<file path="src/rtl/tdc_thermo_encoder.sv">
// Synchroniser, bubble filter and binary encoder for a TDC delay-line snapshot.
// Path: capture, metastability flop, 3-tap majority filter, then leading-ones count.
module tdc_thermo_encoder #(
  parameter int N      = 64,
  parameter int CODE_W = $clog2(N) + 1
) (
  input  logic              clk,
  input  logic              rst,
  input  logic [N-1:0]      meas_i,
  input  logic              sample_i,
  output logic [CODE_W-1:0] code_o,
  output logic              valid_o,
  output logic              overflow_o,
  output logic              zero_o,
  output logic              bubble_o
);

  // Handshake: valid-only stream with no ready. Each cycle sample_i is high
  // yields exactly one valid_o pulse; code_o and the flags change only with it.
  logic [N-1:0]      cap1, cap2, corr_q, corr_d;
  logic [N+1:0]      ext;
  logic              v1, v2, v3, bub_q, bub_d;
  logic [CODE_W-1:0] code_d;

  // Padding: a virtual 1 below tap 0 and a virtual 0 above the last tap.
  assign ext = {1'b0, cap2, 1'b1};

  always_comb begin
    corr_d = '0;
    for (int i = 0; i < N; i++) begin
      corr_d[i] = (ext[i] & ext[i+1]) | (ext[i] & ext[i+2]) | (ext[i+1] & ext[i+2]);
    end
    // x & (x+1) clears the low run of ones; anything left over is a bubble.
    bub_d = |(cap2 & (cap2 + N'(1)));
  end

  always_comb begin
    code_d = CODE_W'(N);
    for (int i = N - 1; i >= 0; i--) begin
      if (!corr_q[i]) code_d = CODE_W'(i);
    end
  end

  always_ff @(posedge clk or posedge rst) begin
    if (rst) begin
      cap1       <= '0;
      cap2       <= '0;
      corr_q     <= '0;
      v1         <= 1'b0;
      v2         <= 1'b0;
      v3         <= 1'b0;
      bub_q      <= 1'b0;
      code_o     <= '0;
      valid_o    <= 1'b0;
      overflow_o <= 1'b0;
      zero_o     <= 1'b0;
      bubble_o   <= 1'b0;
    end else begin
      if (sample_i) begin
        cap1 <= meas_i;
        v1   <= 1'b1;
      end else begin
        v1   <= 1'b0;
      end
      cap2    <= cap1;
      v2      <= v1;
      corr_q  <= corr_d;
      bub_q   <= bub_d;
      v3      <= v2;
      valid_o <= v3;
      if (v3) begin
        code_o     <= code_d;
        overflow_o <= (code_d == CODE_W'(N));
        zero_o     <= (code_d == '0);
        bubble_o   <= bub_q;
      end
    end
  end

endmodule
</file>
<file path="config.mk">
export PLATFORM = sky130hd
export DESIGN_NAME = tdc_thermo_encoder
export DESIGN_NICKNAME = d
export VERILOG_FILES = /design/src/rtl/tdc_thermo_encoder.sv
export SDC_FILE = /design/constraint.sdc
export NUM_CORES = 1
export LEC_CHECK = 0
export CORE_AREA = 2 2 160 162
export DETAILED_ROUTE_END_ITERATION = 8
export DIE_AREA = 0 0 162 164
export GPL_ROUTABILITY_DRIVEN = 1
export PLACE_DENSITY = 0.58
export SYNTH_ARGS = -nofsm -noshare
export SYNTH_HDL_FRONTEND = slang
export SYNTH_SLANG_ARGS = --single-unit
</file>
<file path="constraint.sdc">
create_clock -name clk -period 8.7 [get_ports clk]
set_input_delay 1.74 -clock clk [delete_from_list [all_inputs] [get_ports clk]]
set_output_delay 1.74 -clock clk [all_outputs]
set_load 0.02 [all_outputs]
</file>
==> out/metrics.csv <==
stage,metric,value,unit
finish,"leading cell type in the layout, fill and taps excluded",dfrtp_1,
die,total die area,0.0266,sq mm
die,Chip Width,162,um
sta,Worst-Margin Slew,942,ps
synthesis,ys async rst share,1.00,
clocking,H-tree level count,1,
sta,fmax,297,MHz
setup_path,Worst setup EP type,async pin,
setup_path,critical path launch point,rst,
finish,Util after Layout,0.404,
sta,Setup-failing EPs final,0,
routing,per-cell routed wire length,14.9,um
power,LEAKAGE,4.09,nW
setup_path,end of the critical path,cap1[27]$_DFFE_PP0P_,
clocking,clock buffer depth,3,
setup_path,crit path launch type,input pin,
finish,post-route design area,0.0100,sq mm
placement,global placer's final weighted congestion,0.781,
synthesis,Netlist cell types,52,
setup_path,FF-to-FF Start,cap2[4]$_DFF_PP0_,
finish,final layout net count,809,
synthesis,sequential area share after synthesis,0.642,
synthesis,Synth Area per Inst,12.4,sq um
placement,Final HPWL DP,11500,um
synthesis,Synth Net Count,716,
sta,setup TNS,0,ps
placement,placed instance area,0.00923,sq mm
finish,"commonest non-fill, non-tap cells in the layout","207 x dfrtp_1, 87 x nand2_1, 76 x clkdlybuf4s50_1",
routing,remaining antenna violation count,0,
sta,Final Max Slew Viols,0,
die,io pins,78,
setup_path,Critical-path top delay cell,buf_4,
clocking,hold buffers post-CTS,0,
global_routing,largest net degree at the start of global routing,130,
clocking,clock sink count,207,
global_routing,vias in the first global route,5196,
routing,Vias per Instance,4.71,
die,FP Rows,58,
global_routing,grt total ovfl,0,
synthesis,"Cell Area, Synth",0.00807,sq mm
sta,relative slew slack,0.372,
routing,initial drt markers,305,
synthesis,Synth Flop Type,dfrtp_1,
sta,final hold vios,0,
placement,Port Buf Inserts,77,
outcome,status,"complete, no violations",
finish,antenna cells,0,
sta,final worst-path setup slack,5330,ps
clocking,clock latency on the worst-skew pair,510,ps
synthesis,Yosys reg bits,207,
setup_path,R2R Setup Slk,5860,ps
power,Worst VDD drop,123,uV
global_routing,initial antenna violation count,0,
setup_path,critical path arrival,3870,ps
setup_path,reg2reg path depth,7,
global_routing,total track usage,0.125,
setup_path,"slowest stage delay, CP",860,ps
die,initial core utilization,0.325,
clocking,Worst-path clk slew,60,ps
sta,Setup Skew,10.3,ps
power,total chip power,2.42,mW
setup_path,Required @ worst endpoint,9200,ps
global_routing,wire length of the first global-routing pass,26600,um
clocking,cts repair resizes,0,
placement,pre-CTS setup slack,4720,ps
sta,post-layout min period,3370,ps
synthesis,Mapped Cells,649,
synthesis,yosys warns,0,
routing,first-pass iteration count of the detailed router,4,
synthesis,Post-synth EDFFs,0,
clocking,root buffer cell,clkbuf_16,
setup_path,Setup CP Type,in2async,
finish,fill count,2385,
sta,unrepaired setup endpoints after global routing,false,
finish,fraction of layout cells with a size suffix above 1,0.152,
routing,# DRC,0,
job,max-cap viol count,0,
die,DIE HEIGHT,164,um
clocking,setup repair bufs after CTS,0,
clocking,CTS tree,built,
power,Power Dens Cells,241,mW/mm^2
die,Core ar.,0.0248,sq mm
sta,fin crit share,0.387,
routing,Vias,5122,
setup_path,crit path cell chain,clkdlybuf4s50_1 > inv_8 > buf_4,
setup_path,r2r endpoint,bub_q$_DFF_PP0_,
setup_path,crit path max fanout,129,
routing,Routed WL,16200,um
finish,P&R area growth vs syn,24.3,%
clocking,CTS buffer count,22,
hold_path,class of the worst hold path,reg2reg,
[synthesized netlist by cell type (2+ instances only)]
cell type,number,area [sq um]
a2111oi_0,2,17.5
nor2_1,18,67.6
dfrtp_1,207,5180
nand2b_1,2,12.5
a211oi_1,3,22.5
nor4_1,8,50.1
nand4_2,2,25.0
nor2b_1,2,12.5
inv_1,24,90.1
o21ai_0,51,255
or3_1,4,25.0
a21boi_0,5,37.5
a21oi_1,20,100
nand3_1,21,105
nand4_1,20,125
nor3_1,9,45.0
clkbuf_1,8,30.0
o22ai_1,4,25.0
a22oi_1,6,45.0
buf_2,2,10.0
mux2_2,65,732
o2111ai_1,4,35.0
a211o_1,2,17.5
a31oi_1,6,37.5
and2_1,3,18.8
or2_2,3,18.8
maj3_1,37,370
nand2_1,87,327
[critical path, delay by kind of cell]
family   cells  cell delay (ps)
buf+inv      3             1950
[routing by layer]
metal,wire [um],vias to the layer above,part of all wire,GRT usage
met5,0,-,0,0
met4,233,0,0.014,0.0362
met3,704,13,0.043,0.0207
met2,7410,103,0.46,0.202
met1,7870,2478,0.49,0.174
li1,-,2528,-,-
[sequential cells by signal, indices dropped and copies added, names as in the netlist]
register    cells
corr_q         64
v3              1
cap2           64
zero_o          1
bub_q           1
v2              1
cap1           64
overflow_o      1
bubble_o        1
valid_o         1
v1              1
code_o          7
[cell families after synthesis]
logic type | Yosys count | synth area share
muxes | 66 | 0.0919
and+or+nand+nor | 187 | 0.113
DFF | 207 | 0.642
adders and majority gates | 37 | 0.0459
AOI/OAI and AO/OA | 117 | 0.0907
buffers and inverters | 35 | 0.0166
[worst min path at each step]
| stage | startpoint | to | cells past startpoint |
|---|---|---|---|
| final | v2$_DFF_PP0_ | v3$_DFF_PP0_ | 0 |
| after global routing | v2$_DFF_PP0_ | v3$_DFF_PP0_ | 0 |
| after CTS | v2$_DFF_PP0_ | v3$_DFF_PP0_ | 0 |
| after detailed placement | v2$_DFF_PP0_ | v3$_DFF_PP0_ | 0 |
| after global placement | v1$_DFF_PP0_ | v2$_DFF_PP0_ | 0 |
| after floorplan | v1$_DFF_PP0_ | v2$_DFF_PP0_ | 0 |
[area by class of cell]
type                       instances  area, sq um  share of cell area
clock buffer                      30          611              0.0608
timing repair buffer              79          781              0.0778
inverter                          25          101              0.0101
multi-input combinational        407         2760               0.275
tap                              330          413              0.0411
sequential                       207         5180               0.516
clock inverter                    10          193              0.0192
[stage by stage]
step | hold WS, ps | std cells
5_1_grt | 359 | 1088
4_1_cts | 349 | 1088
3_5_place_dp | 336 | 1048
3_3_place_gp | 336 | 1048
2_1_floorplan | 331 | 649
6_report | 346 | 1088
[power by group]
group          switching (mW)  internal, mW  leakage, nW
registers               0.109          1.07         2.43
clock network           0.372         0.643        0.388
logic                   0.105         0.115         1.28
(Power assumes the default switching activity.)
